<file path="src/rtl/div_restoring8_pkg.sv">
// Shared definitions for the restoring divider.
// Holds the FSM state encodings and the default operand width.
package div_restoring8_pkg;

  localparam int DEF_WIDTH = 8;

  typedef enum logic [1:0] {
    S_IDLE = 2'd0,
    S_CALC = 2'd1,
    S_FIN  = 2'd2
  } state_t;

endpackage

</file>
<file path="src/rtl/div_restoring8_if.sv">
// Start/done handshake and operand/result bus between a requester and the divider.
// The requester drives start and the operands; the divider returns results and status.
interface div_restoring8_if #(
  parameter int WIDTH = div_restoring8_pkg::DEF_WIDTH
) ();

  logic             start;
  logic [WIDTH-1:0] a;
  logic [WIDTH-1:0] b;
  logic [WIDTH-1:0] q;
  logic [WIDTH-1:0] r;
  logic             busy;
  logic             done;
  logic             dz;

  modport master (
    output start, a, b,
    input  q, r, busy, done, dz
  );

  modport slave (
    input  start, a, b,
    output q, r, busy, done, dz
  );

endinterface

</file>
<file path="src/rtl/div_restoring8_sub_lookahead.sv">
// Combinational subtractor d = x - y computed as x + ~y + 1 with generate/propagate lookahead.
// c is the carry-out: 1 means no borrow (x >= y).
module sub_lookahead #(
  parameter int N = 9
) (
  input  logic [N-1:0] x,
  input  logic [N-1:0] y,
  output logic [N-1:0] d,
  output logic         c
);

  logic [N-1:0] yn_s;
  logic [N-1:0] g_s;
  logic [N-1:0] p_s;
  logic [N:0]   carry_s;

  assign yn_s = ~y;
  assign g_s  = x & yn_s;
  assign p_s  = x ^ yn_s;

  // Each carry is a sum of products: a generate at bit j propagated through bits j+1..i-1,
  // or the fixed carry-in of 1 propagated through every lower bit.
  always_comb begin
    logic pp_s;
    logic ci_s;
    carry_s    = {(N+1){1'b0}};
    carry_s[0] = 1'b1;
    for (int i = 1; i <= N; i++) begin
      pp_s = 1'b1;
      ci_s = 1'b0;
      for (int j = i - 1; j >= 0; j--) begin
        ci_s = ci_s | (g_s[j] & pp_s);
        pp_s = pp_s & p_s[j];
      end
      carry_s[i] = ci_s | pp_s;
    end
  end

  assign d = p_s ^ carry_s[N-1:0];
  assign c = carry_s[N];

endmodule

</file>
<file path="src/rtl/div_restoring8.sv">
// Multi-cycle unsigned restoring divider: one trial subtraction per cycle, WIDTH iterations.
// Results, busy and the done pulse are all registered outputs.
module div_restoring8
  import div_restoring8_pkg::*;
#(
  parameter int WIDTH = DEF_WIDTH
) (
  input logic            clk,
  input logic            rst,
  div_restoring8_if.slave bus
);

  localparam int             CW       = $clog2(WIDTH);
  localparam logic [CW-1:0]  CNT_LAST = CW'(WIDTH - 1);
  localparam logic [CW-1:0]  CNT_ONE  = CW'(1'b1);

  state_t           state_r, state_s;
  logic [WIDTH-1:0] rem_r, rem_s;
  logic [WIDTH-1:0] quo_r, quo_s;
  logic [WIDTH-1:0] b_r, b_s;
  logic [CW-1:0]    cnt_r, cnt_s;
  logic             dzp_r, dzp_s;
  logic [WIDTH-1:0] q_r, q_s;
  logic [WIDTH-1:0] r_r, r_s;
  logic             dz_r, dz_s;
  logic             done_r, done_s;
  logic             busy_r, busy_s;

  logic [WIDTH:0]   t_s;
  logic [WIDTH:0]   diff_s;
  logic             carry_s;
  logic             take_s;

  assign t_s = {rem_r, quo_r[WIDTH-1]};

  sub_lookahead #(.N(WIDTH + 1)) u_sub (
    .x (t_s),
    .y ({1'b0, b_r}),
    .d (diff_s),
    .c (carry_s)
  );

  // With no borrow the difference is below b, so its top bit is always clear.
  assign take_s = carry_s & ~diff_s[WIDTH];

  // FSM state register.
  always_ff @(posedge clk or posedge rst) begin
    if (rst) begin
      state_r <= S_IDLE;
    end else begin
      state_r <= state_s;
    end
  end

  // Next-state, datapath and output-register next values.
  always_comb begin
    state_s = state_r;
    rem_s   = rem_r;
    quo_s   = quo_r;
    b_s     = b_r;
    cnt_s   = cnt_r;
    dzp_s   = dzp_r;
    q_s     = q_r;
    r_s     = r_r;
    dz_s    = dz_r;
    done_s  = 1'b0;
    busy_s  = (state_r == S_CALC);
    case (state_r)
      S_IDLE: begin
        if (bus.start) begin
          b_s   = bus.b;
          cnt_s = {CW{1'b0}};
          if (bus.b != {WIDTH{1'b0}}) begin
            rem_s   = {WIDTH{1'b0}};
            quo_s   = bus.a;
            dzp_s   = 1'b0;
            state_s = S_CALC;
          end else begin
            // Divide by zero skips the iterations and reports all-ones / dividend.
            rem_s   = bus.a;
            quo_s   = {WIDTH{1'b1}};
            dzp_s   = 1'b1;
            state_s = S_FIN;
          end
        end else begin
          state_s = S_IDLE;
        end
      end
      S_CALC: begin
        rem_s = take_s ? diff_s[WIDTH-1:0] : t_s[WIDTH-1:0];
        quo_s = {quo_r[WIDTH-2:0], take_s};
        cnt_s = cnt_r + CNT_ONE;
        if (cnt_r == CNT_LAST) begin
          state_s = S_FIN;
        end else begin
          state_s = S_CALC;
        end
      end
      S_FIN: begin
        q_s     = quo_r;
        r_s     = rem_r;
        dz_s    = dzp_r;
        done_s  = 1'b1;
        state_s = S_IDLE;
      end
      default: begin
        state_s = S_IDLE;
      end
    endcase
  end

  // Datapath and output registers.
  always_ff @(posedge clk or posedge rst) begin
    if (rst) begin
      rem_r  <= {WIDTH{1'b0}};
      quo_r  <= {WIDTH{1'b0}};
      b_r    <= {WIDTH{1'b0}};
      cnt_r  <= {CW{1'b0}};
      dzp_r  <= 1'b0;
      q_r    <= {WIDTH{1'b0}};
      r_r    <= {WIDTH{1'b0}};
      dz_r   <= 1'b0;
      done_r <= 1'b0;
      busy_r <= 1'b0;
    end else begin
      rem_r  <= rem_s;
      quo_r  <= quo_s;
      b_r    <= b_s;
      cnt_r  <= cnt_s;
      dzp_r  <= dzp_s;
      q_r    <= q_s;
      r_r    <= r_s;
      dz_r   <= dz_s;
      done_r <= done_s;
      busy_r <= busy_s;
    end
  end

  assign bus.q    = q_r;
  assign bus.r    = r_r;
  assign bus.dz   = dz_r;
  assign bus.done = done_r;
  assign bus.busy = busy_r;

endmodule

</file>
<file path="src/flat_wrapper.sv">
// flat-port wrapper written by rule: the top's interface ports become plain ports
module div_restoring8_flat import div_restoring8_pkg::*;
#(
  parameter int WIDTH = DEF_WIDTH
)
  (clk, rst, bus_start, bus_a, bus_b, bus_q, bus_r, bus_busy, bus_done, bus_dz);
  div_restoring8_if #(.WIDTH(WIDTH)) bus_i ();
  input logic clk;
  input logic rst;
  input wire logic [$bits(bus_i.start)-1:0] bus_start;
  input wire logic [$bits(bus_i.a)-1:0] bus_a;
  input wire logic [$bits(bus_i.b)-1:0] bus_b;
  output wire logic [$bits(bus_i.q)-1:0] bus_q;
  output wire logic [$bits(bus_i.r)-1:0] bus_r;
  output wire logic [$bits(bus_i.busy)-1:0] bus_busy;
  output wire logic [$bits(bus_i.done)-1:0] bus_done;
  output wire logic [$bits(bus_i.dz)-1:0] bus_dz;
  assign bus_i.start = bus_start;
  assign bus_i.a = bus_a;
  assign bus_i.b = bus_b;
  assign bus_q = bus_i.q;
  assign bus_r = bus_i.r;
  assign bus_busy = bus_i.busy;
  assign bus_done = bus_i.done;
  assign bus_dz = bus_i.dz;
  div_restoring8 #(.WIDTH(WIDTH)) u_core (.clk(clk), .rst(rst), .bus(bus_i));
endmodule
</file>
<file path="config.mk">
export PLATFORM = sky130hd
export DESIGN_NAME = div_restoring8_flat
export DESIGN_NICKNAME = d
export VERILOG_FILES = /design/src/rtl/div_restoring8_pkg.sv /design/src/rtl/div_restoring8_if.sv /design/src/rtl/div_restoring8_sub_lookahead.sv /design/src/rtl/div_restoring8.sv /design/src/flat_wrapper.sv
export SDC_FILE = /design/constraint.sdc
export NUM_CORES = 1
export LEC_CHECK = 0
export CAP_MARGIN = 10
export CORE_ASPECT_RATIO = 0.8
export CORE_MARGIN = 4
export CORE_UTILIZATION = 58
export CTS_CLUSTER_DIAMETER = 80
export DETAILED_ROUTE_END_ITERATION = 7
export GPL_ROUTABILITY_DRIVEN = 1
export HOLD_SLACK_MARGIN = 0.1
export PLACE_DENSITY = 0.94
export SLEW_MARGIN = 20
export SYNTH_ARGS = -nofsm -noshare
export SYNTH_HDL_FRONTEND = slang
export SYNTH_SLANG_ARGS = --single-unit
</file>
<file path="constraint.sdc">
create_clock -name clk -period 6 [get_ports clk]
set_input_delay 1.2 -clock clk [delete_from_list [all_inputs] [get_ports clk]]
set_output_delay 1.2 -clock clk [all_outputs]
set_load 0.02 [all_outputs]
</file>
Word-level counts from Yosys, hierarchy flattened
Index checks and enable logic that the tools add are counted.

Bits in registers: 49. Input bits: 19. Output and inout port bits: 19. Word-level logic and storage cells: 159.

$add $sub $neg: 1. Eq/ne operators: 4. Multiplexer cells: 15. Bitwise logic cells: 123. Reductions and logical operators: 5.

Operator list (count): 1-bit bitwise AND (73); 1-bit OR (45); 8-bit 2-to-1 mux (5); 8-bit one-hot mux with 2 select lines (2); 9-bit bitwise XOR (2); 9-bit bitwise AND (1); 8-bit NOT with 9-bit output (1); 8-bit nonzero test (1); 2-bit 2-to-1 mux (3); 3-bit one-hot mux with 2 select lines (1); 2-bit one-hot mux with 2 select lines (1); 2-bit AND reduction (2); 3-bit by 1-bit adder with 3-bit output, second input constant (1); 3-bit equality test, second input constant (1); 3-bit 2-to-1 mux (1); 2-bit by 1-bit equality test with 1-bit output, second input constant (1); 2-bit equality test, second input constant (1); 2-bit zero test (1); 1-bit 2-to-1 mux (2); 2-bit != test, second input constant (1); 2-bit nonzero test (1); 1-bit NOT (1).

Logic depth before layout (Yosys ltp)
Gate-level depths: netlist of the first run.

Depth after elaboration: 16. Gate-level depth with buffers: 8. Depth with buffers taken out: 7.

By module
From an unflattened synthesis of the first run, not the netlist that was laid out.

Cells, all modules: 229. Area total of the unflattened synthesis: 2568.7 sq um.

Modules (own cells, without submodules): div_restoring8 (instances 1, cells an instance 172, area an instance 2158.3 sq um); sub_lookahead (instances 1, cells an instance 57, area an instance 410.4 sq um).

Least setup slack after synthesis of the first run
Ideal clock, no wire load.

Path type: input port to flip-flop. Start point: input bus_b[1]. End point: register u_core.rem_r[3]. Arrival: 2365 ps. Slack: 3569 ps. Cell stages on the path: 6. Path buffers: 1. Cells stage by stage: or4_1 nor2_1 buf_2 nand3_1 nand3_1 and3_1.

Word-level cells in the longest chain between the ends: 4.

RTL lines: start, declared (RTL line flat_wrapper.sv:12) `input wire logic [$bits(bus_i.b)-1:0] bus_b;`; 8-bit nonzero test (RTL line div_restoring8.sv:73) `if (bus.b != {WIDTH{1'b0}}) begin`; 8-bit 2-to-1 mux (RTL line div_restoring8.sv:73); 8-bit 2-to-1 mux (RTL line div_restoring8.sv:70) `if (bus.start) begin`; 8-bit one-hot mux with 2 select lines (RTL line div_restoring8.sv:68) `case (state_r)`; end signal, assigned (RTL line div_restoring8.sv:115) `rem_r <= {WIDTH{1'b0}};`; end signal, assigned (RTL line div_restoring8.sv:126) `rem_r <= rem_s;`; end, declared (RTL line div_restoring8.sv:18) `logic [WIDTH-1:0] rem_r, rem_s;`.

No other way between the ends. The select of a mux whose other input is x is not followed. A chain may end at the register's enable or synchronous reset.

Final worst setup path of the first run
Start point: input bus_start. End point: register u_core.rem_r[7].

Word-level cells in the longest chain between the ends: 2.

RTL lines: start, declared (RTL line flat_wrapper.sv:10) `input wire logic [$bits(bus_i.start)-1:0] bus_start;`; 2-bit != test (no line); 2-bit AND reduction (no line).

No other way between the ends.

==> results of run 1 <==
power breakdown:
group / internal [mW] / leakage (nW) / total [mW] / switching, mW
combinational: 0.520 / 0.680 / 1.16 / 0.641
sequential: 0.487 / 0.605 / 0.599 / 0.112
clock: 0.0844 / 0.0447 / 0.208 / 0.123
total: 1.09 / 1.33 / 1.97 / 0.877
final cells by class:
type	count	area, sq um
timing repair buffer	38	378
sequential	49	1230
multi-input combinational	173	1250
fill	289	1160
clock inverter	3	25.0
clock buffer	5	68.8
inverter	12	46.3
tap	57	71.3
registers in the layout, indices dropped and copies added (netlist names):
name	flops
u_core.bus.q	8
u_core.b_r	8
u_core.state_r	2
u_core.bus.done	1
u_core.bus.dz	1
u_core.bus.r	8
u_core.bus.busy	1
u_core.cnt_r	3
u_core.quo_r	8
u_core.dzp_r	1
u_core.rem_r	8
cell families (layout without fill, tap and decap cells):
kind of cell / count (synthesis) / in the layout
flops: 49 / 49
simple gates: 75 / 75
compound gates: 64 / 64
buf+inv: 24 / 58
mux: 17 / 17
fa+ha+maj: 11 / 11
xor+xnor: 6 / 6
worst max path at each step:
stage | startpoint | slack (ns) | end
2_1_floorplan | bus_b[1] | 3.57 | u_core.rem_r[3]
3_3_place_gp | bus_b[1] | 2.71 | u_core.rem_r[5]
3_5_place_dp | bus_start | 2.60 | u_core.rem_r[2]
4_1_cts | bus_start | 2.92 | u_core.rem_r[7]
5_1_grt | bus_start | 2.72 | u_core.rem_r[4]
6_report | bus_start | 2.87 | u_core.rem_r[7]
stage by stage:
step | hold slack, ns | cells | utilization [%] | instance area (sq um)
2_1_floorplan | 0.444 | 246 | - | 2580
3_3_place_gp | 0.488 | 329 | 70.2 | 2970
3_5_place_dp | 0.476 | 329 | 70.2 | 2970
4_1_cts | 0.497 | 337 | 72.4 | 3060
5_1_grt | 0.526 | 337 | 72.5 | 3070
6_report | 0.495 | 337 | 72.5 | 3070
Yosys cell counts (6+ instances only):
cell type / number / area, sq um
inv_1: 12 / 45.0
o21ai_0: 12 / 60.1
o211ai_1: 6 / 45.0
mux2_2: 17 / 191
dfrtp_1: 49 / 1230
o31ai_1: 9 / 67.6
nand2_1: 27 / 101
nor2_1: 13 / 48.8
nor3_1: 9 / 45.0
ha_1: 11 / 138
metal layers:
metal	vias to the layer above	part of all wire, %	global-route usage, %
met5	-	0	0
met3	16	6.8	4.67
met1	985	43	29.4
met4	0	2.0	8.16
li1	955	-	-
met2	78	48	35.1
==> metrics.cfg, run 1 <==
[logic_synthesis]
synth-simple-area-share_pct = 14.3
ys_ff_latch = 49
synth_edf_count = 0
syn_nets = 276
synth_warnings = 0
synth_top_family_by_area = compound AO/OA/AOI/OAI gates
synth_fa_ha_area_share_pct = 5.32
yosys.area_share.xor_xnor_pct = 2.03
synthArstFlopShare_pct = 100
synth.distinct_cells = 51
avgSynthCellArea_sq_um = 10.5
synth_cells = 246
synthesis.area_sq_um = 2580
seq_area_frac_synth_pct = 47.4
synth_mux_area_share_pct = 7.41
ys.flop_type = dfrtp_1
synth_compound_area_share_pct = 19.3

[critical_path]
r2r_start = u_core.state_r[1]
start_kind = input pin
ff2ff_path_depth = 5
cp-end-kind = flip-flop
r2r_slack_ns = 3.53
cp.arrival_ns = 3.38
cpPeakStageDelay_ns = 0.61
path_buf_inv = 1
critPathKind = input pin to flip-flop
cp.required_ns = 6.25
crit_family = simple AND/OR/NAND/NOR gates
cp.depth = 6
regToRegEndpoint = u_core.rem_r[7]
path_cells = clkdlybuf4s50_1 > nor2b_1 > nand2b_1 > nor3_2 > a22o_1 > a211o_1
crit_path_top_delay_cell = nor2b_1
critPathMaxFanout = 11

[sta]
fin_crit_sh_pct = 52.2
fin_ws_ns = 2.87
worst_slew_pin_slew_ns = 0.914
relSlewSlack_pct = 39.0
setup_viol = 0
maxSlewViolCount = 0
hold_viol_final = 0
clock.fmax_mhz = 320
fin_skew_ns = 0.0101
post-route-min-period_ns = 3.13
rsz0062_at_grt = false
fin_setup_tns_ns = 0

[min_path]
min_path_cells = 1
hold_path_startpoint = u_core.dzp_r
hold_path_end = u_core.dzp_r
min_path_type = flip-flop to flip-flop

[routing]
wl_um = 5690
first_pass_iters = 4
postRouteAntennaNets = 0
viasPerCell = 6.04
drt_iter0_markers = 132
avgRoutedWirePerCell_um = 16.9
vias = 2034
drc = 0

[clocking]
cts_sinks = 49
path_clk_slew_ns = 0.09
cts_max_path_buffers = 2
cts_root_buffer = clkbuf_8
clock_latency_ns = 0.31
cts_tree = built
htreeDepth = 2
postCtsSetupBuffers = 0
cts_resized = 0
hold_buffers = 0
numCtsBuffers = 5

[floorplan]
fp.coreArea_sq_um = 4230
die_y_um = 67.7
io_pins = 38
rows = 21
start_util_pct = 61.1
design.die.area_sq_um = 5600
die_w_um = 82.6

[global_route]
grt_max_degree = 50
grt_pass1_wl_um = 9230
antenna_found_initial = 0
grt_pass1_vias = 1987
gr-total-overflow = 0
grt_usage_pct = 21.9

[outcome]
status = finished, final reports clean

[layout]
drive_above_1_share_pct = 13.9
diodes = 0
nets = 309
area_delta_synth_final_pct = 18.6
final_cell_mix = 49 x dfrtp_1, 37 x clkdlybuf4s50_1, 27 x nand2_1, 17 x mux2_2, 13 x nor2_1
layout_commonest_cell = dfrtp_1

[pwr]
power_mw = 1.97
p_leak_nw = 1.33
p_per_area_nw_per_um2 = 642
vdd_drop_max_mv = 0.363

[place]
portBuffers = 37
gp_congestion = 0.856
detailedPlace.worstSlack_ns = 2.60
hpwl_um = 4060

[run]
maxCapViolCount = 0

Note: power is estimated with default switching activity, not from simulation.
==> run 2: changes to the inputs <==
CORE_UTILIZATION = 54   (was 58)
PLACE_DENSITY = 0.88   (was 0.94)
clock period = 3.2 ns   (was 6 ns; I/O delays follow)
==> metrics.cfg, run 2 (synthesis gave the netlist of run 1 again) <==
[sta]
fin_crit_sh_pct = 74.4
relSlewSlack_pct = 56.6  ; +18 points
clock.fmax_mhz = 420
post-route-min-period_ns = 2.38
hold_viol_final = 0  ; unchanged
rsz0062_at_grt = false
maxSlewViolCount = 0  ; unchanged
setup_viol = 0  ; unchanged
fin_setup_tns_ns = 0  ; unchanged
fin_skew_ns = 0.00522  ; -0.00485 ns
worst_slew_pin_slew_ns = 0.649  ; -0.265 ns

[layout]
nFillCells = 326  ; +13%
ff_latch_area_sq_um = 1230  ; unchanged
final_cell_mix = 49 x dfrtp_1, 37 x clkdlybuf4s50_1, 27 x nand2_1, 17 x mux2_2, 13 x nor2_1
multi_input_area_sq_um = 1250  ; unchanged
area_delta_synth_final_pct = 20.2
nets = 314  ; +1.6%
fin_cells = 345  ; +2.4%
diodes = 0  ; unchanged
layout_commonest_cell = dfrtp_1
drive_above_1_share_pct = 15.4  ; +1.5 points

[clocking]
hold_buffers = 0  ; unchanged
cts_root_buffer = clkbuf_8
cts_max_path_buffers = 2  ; unchanged
cts_resized = 0  ; unchanged
htreeDepth = 2  ; unchanged
postCtsSetupBuffers = 0  ; unchanged
path_clk_slew_ns = 0.09  ; about the same
cts_sinks = 49  ; unchanged
clock_latency_ns = 0.31  ; about the same
numCtsBuffers = 5  ; unchanged
cts_tree = built

[critical_path]
path_cells = ha_1 > nor2_1 > a211oi_4 > o221ai_2 > or4_1 > and3_1
start_kind = flip-flop
crit_family = simple AND/OR/NAND/NOR gates
cp-startpoint = u_core.rem_r[2]
regToRegEndpoint = u_core.rem_r[3]
cp.required_ns = 3.40  ; -2.85 ns
r2r_start = u_core.rem_r[2]
crit_path_top_delay_cell = dfrtp_1
r2r_slack_ns = 0.82  ; -2.71 ns
cp.arrival_ns = 2.58  ; -0.80 ns
cpPeakStageDelay_ns = 0.45  ; -0.16 ns
path_buf_inv = 0  ; -1
cp.depth = 6  ; unchanged
cp-end-kind = flip-flop
crit_end = u_core.rem_r[3]
critPathKind = flip-flop to flip-flop
critPathMaxFanout = 11  ; unchanged
ff2ff_path_depth = 6  ; +1

[pwr]
vdd_drop_max_mv = 0.665  ; +84%
p_leak_nw = 1.36  ; +2.4%
p_per_area_nw_per_um2 = 1190  ; +85%

[place]
portBuffers = 37  ; unchanged
gp_congestion = 0.818  ; -4.5%
numPlacedInstances = 337  ; +2.4%
hpwl_um = 4140  ; +2.2%

[global_route]
gr-usage-met2_pct = 30.8  ; -4.3 points
gr-total-overflow = 0  ; unchanged
gr-max-usage-layer = met2
grt_pass1_wl_um = 9430  ; +2.2%
grt_max_degree = 34  ; -32%
grt_usage_pct = 20.1  ; -1.9 points
grtUsageMet1_pct = 27.9  ; -1.5 points
grt_pass1_vias = 1916  ; -3.6%
antenna_found_initial = 0  ; unchanged
grt.met3_usage_pct = 4.72  ; +0.050 points

[routing]
first_pass_iters = 4  ; unchanged
avgRoutedWirePerCell_um = 16.2  ; -4.0%
vias = 2006  ; -1.4%
drc = 0  ; unchanged
postRouteAntennaNets = 0  ; unchanged
viasPerCell = 5.81  ; -3.7%
wl_um = 5590  ; -1.7%
drt_iter0_markers = 125  ; -5.3%

[min_path]
min_path_type = flip-flop to flip-flop

[floorplan]
fp.coreArea_sq_um = 4600  ; +8.7%
start_util_pct = 56.2  ; -4.9 points
io_pins = 38  ; unchanged
design.die.area_sq_um = 5970  ; +6.6%
rows = 22  ; +4.8%
die_y_um = 69.9  ; +3.2%
die_w_um = 85.4  ; +3.3%

[outcome]
status = finished, final reports clean

[run]
maxCapViolCount = 0  ; unchanged

-- run 2: cell count changes in the layout (fill, tap and decap cells not counted) --
cell	previous run	this run
clkbuf_8	5	6
clkinvlp_4	1	0
inv_6	1	0
buf_4	1	6
inv_2	0	1
-- run 2: how the worst min path moves through the flow --
stage               cells past startpoint            start               to  slack (ns)
global route                            1  u_core.bus.r[1]  u_core.bus.r[1]        0.54
detailed placement                      1  u_core.cnt_r[1]  u_core.cnt_r[1]        0.49
global placement                        1  u_core.cnt_r[2]  u_core.cnt_r[2]        0.49
floorplan                               1     u_core.dzp_r     u_core.dzp_r        0.44
CTS                                     1  u_core.cnt_r[0]  u_core.cnt_r[0]        0.51
finish                                  1  u_core.bus.q[1]  u_core.bus.q[1]        0.51
-- run 2: final cells by class --
cell class | instances | area share [%]
multi-input combinational | 173 | 40.2
sequential | 49 | 39.5
tap | 60 | 2.42
clock inverter | 2 | 0.443
inverter | 12 | 1.45
clock buffer | 6 | 2.66
timing repair buffer | 43 | 13.4
-- run 2: through the flow --
| stage | power, mW | hold WS, ns | worst slack, ns | instance area [sq um] | utilization [%] |
|---|---|---|---|---|---|
| after floorplan | 2.75 | 0.444 | 1.20 | 2580 | - |
| after global placement | 3.20 | 0.488 | 0.753 | 3010 | 65.5 |
| after detailed placement | 3.29 | 0.490 | 0.726 | 3010 | 65.5 |
| after CTS | 3.68 | 0.514 | 0.863 | 3110 | 67.6 |
| after global routing | 3.98 | 0.536 | 0.709 | 3110 | 67.6 |
| final | 3.69 | 0.511 | 0.820 | 3110 | 67.6 |
-- run 2: power by group --
group / switching (mW) / internal, mW / total, mW
clock: 0.208 / 0.175 / 0.383
sequential: 0.209 / 0.914 / 1.12
combinational: 1.20 / 0.988 / 2.18
total: 1.61 / 2.08 / 3.69
-- run 2: per-layer routing --
metal,up-vias,routed length (um)
li1,963,-
met1,976,2590
met4,0,91
met5,-,0
met3,7,345
met2,60,2560
-- run 2: worst reg2reg max path: cells and delay by family (launching register included) --
kind / cells / cell delay, ns
AND/OR/NAND/NOR: 3 / 0.73
AO/OA/AOI/OAI: 2 / 0.72
flip-flops: 1 / 0.45
adder cells (fa/ha/maj): 1 / 0.37
==> run 3: changes to the inputs <==
CORE_UTILIZATION = 49   (was 54)
PLACE_DENSITY = 0.85   (was 0.88)
clock period = 1.9 ns   (was 3.2 ns; I/O delays follow)
==> metrics.cfg, run 3 (synthesis gave the netlist of run 1 again) <==
[layout]
layout_commonest_cell = buf_4
nets = 374  ; +19%
diodes = 0  ; unchanged
final_cell_mix = 61 x buf_4, 49 x dfrtp_1, 37 x clkdlybuf4s50_1, 26 x nand2_1, 17 x mux2_2
nFillCells = 302  ; -7.4%
area_delta_synth_final_pct = 48.5
fin_cells = 407  ; +18%
drive_above_1_share_pct = 36.5  ; +21 points
fin_area_sq_um = 3840  ; +24%

[floorplan]
die_y_um = 73.0  ; +4.4%
io_pins = 38  ; unchanged
fp.coreArea_sq_um = 5060  ; +10%
start_util_pct = 51.0  ; -5.2 points
design.die.area_sq_um = 6510  ; +9.1%
die_w_um = 89.2  ; +4.5%
rows = 23  ; +4.5%

[place]
numPlacedInstances = 390  ; +16%
placed_cell_area_sq_um = 3480  ; +16%
portBuffers = 37  ; unchanged
gp_congestion = 0.904  ; +11%
detailedPlace.worstSlack_ns = -0.245  ; -0.971 ns
hpwl_um = 5160  ; +25%

[clocking]
cts_root_buffer = clkbuf_8
numCtsBuffers = 5  ; unchanged
path_clk_slew_ns = 0.10  ; about the same
htreeDepth = 2  ; unchanged
cts_max_path_buffers = 2  ; unchanged
cts_sinks = 49  ; unchanged
hold_buffers = 0  ; unchanged
cts_tree = built
clock_latency_ns = 0.31  ; about the same

[sta]
relSlewSlack_pct = 64.1  ; +7.5 points
fin_ws_ns = -0.258  ; -1.08 ns
hold_viol_final = 0  ; unchanged
fin_crit_sh_pct = 114  ; +39 points
rsz0062_at_grt = true
maxSlewViolCount = 0  ; unchanged
fin_setup_tns_ns = -1.48  ; -1.48 ns
fin_skew_ns = 0.00837  ; +0.00315 ns
post-route-min-period_ns = 2.16  ; -0.222 ns
worst_slew_pin_slew_ns = 0.536  ; -0.113 ns
setup_viol = 9  ; +9
clock.fmax_mhz = 463  ; +10%

[pwr]
p_per_area_nw_per_um2 = 2330  ; +96%
p_leak_nw = 1.70  ; +25%
vdd_drop_max_mv = 1.19  ; +79%

[routing]
drc = 0  ; unchanged
avgRoutedWirePerCell_um = 18.9  ; +17%
viasPerCell = 5.97  ; +2.7%
wl_um = 7710  ; +38%
vias = 2430  ; +21%
postRouteAntennaNets = 0  ; unchanged
first_pass_iters = 5  ; +1
drt_iter0_markers = 226  ; +81%

[critical_path]
ff2ff_path_depth = 6  ; unchanged
start_kind = flip-flop
cp.arrival_ns = 2.37  ; -0.21 ns
critPathMaxFanout = 4  ; -7
path_cells = ha_4 > o21ai_4 > a211oi_4 > o221ai_4 > or4_1 > and3_1
r2r_start = u_core.quo_r[7]
cp.required_ns = 2.11  ; -1.29 ns
r2r_slack_ns = -0.26  ; -1.08 ns
critPathKind = flip-flop to flip-flop
crit_path_top_delay_cell = or4_1
regToRegEndpoint = u_core.rem_r[3]
crit_family = simple AND/OR/NAND/NOR gates
cpPeakStageDelay_ns = 0.55  ; +0.10 ns
path_buf_inv = 0  ; unchanged
cp-end-kind = flip-flop

[global_route]
grt_usage_pct = 24.3  ; +4.2 points
grt_pass1_wl_um = 12000  ; +28%
grt_max_degree = 28  ; -18%
gr-total-overflow = 0  ; unchanged
grt_pass1_vias = 2435  ; +27%
antenna_found_initial = 0  ; unchanged

[outcome]
failed_checks = setup timing
status = finished with violations

[run]
maxCapViolCount = 0  ; unchanged

[min_path]
min_path_type = input pin to asynchronous set/reset pin

## run 3: cell types whose count changed in the layout (fill, tap and decap cells not counted), sizes merged
cell	change
clkbuf	-1
inv	+1
clkinv	-2
bufinv	+2
buf	+60
## run 3: area by class of cell
type                            instances  area, sq um  area share, %
Timing Repair Buffer                  103          902           23.5
Clock buffer                            5         68.8           1.79
Clock inverter                          3         68.8           1.79
Inverter                               12         45.0           1.17
Sequential cell                        49         1230           31.9
Tap cell                               62         77.6           2.02
Multi-Input combinational cell        173         1450           37.8
## run 3: per-stage QoR
stage | power, mW | hold WS (ns) | util (%)
after floorplan | 4.82 | 0.444 | -
after global placement | 6.55 | 0.461 | 68.8
after detailed placement | 6.82 | 0.474 | 68.8
after CTS | 8.22 | 0.371 | 73.3
after global routing | 9.46 | 0.386 | 75.8
final | 8.96 | 0.366 | 75.8
## run 3: power by group
group / switching (mW) / internal (mW) / total [mW]
clock network: 0.383 / 0.530 / 0.913
logic: 2.99 / 3.19 / 6.18
registers: 0.329 / 1.54 / 1.87
## run 3: how the worst max path moves through the flow
stage	start	to	slack, ns	cells past startpoint
floorplan	u_core.quo_r[7]	u_core.rem_r[5]	-0.07	7
detailed placement	bus_b[1]	u_core.rem_r[5]	-0.24	7
global placement	bus_b[1]	u_core.rem_r[5]	-0.16	7
CTS	u_core.quo_r[7]	u_core.rem_r[3]	-0.20	6
global route	u_core.b_r[0]	u_core.rem_r[6]	-0.33	9
finish	u_core.quo_r[7]	u_core.rem_r[3]	-0.26	6
## run 3: repair_timing
action                                  CTS  global route
buffers inserted                          4             5
hold endpoints to repair                  0             0
gates resized for setup                  16            13
endpoints found under the setup margin    9             9
pin swaps                                 9            13
## run 3: per-layer routing
metal / vias to the layer above / global-route usage [%] / share of wire [%]
li1: 1085 / - / -
met1: 1171 / 31.1 / 39
met2: 137 / 39.9 / 49
met3: 37 / 5.08 / 7.1
met4: 0 / 10.2 / 3.9
met5: - / 0 / 0
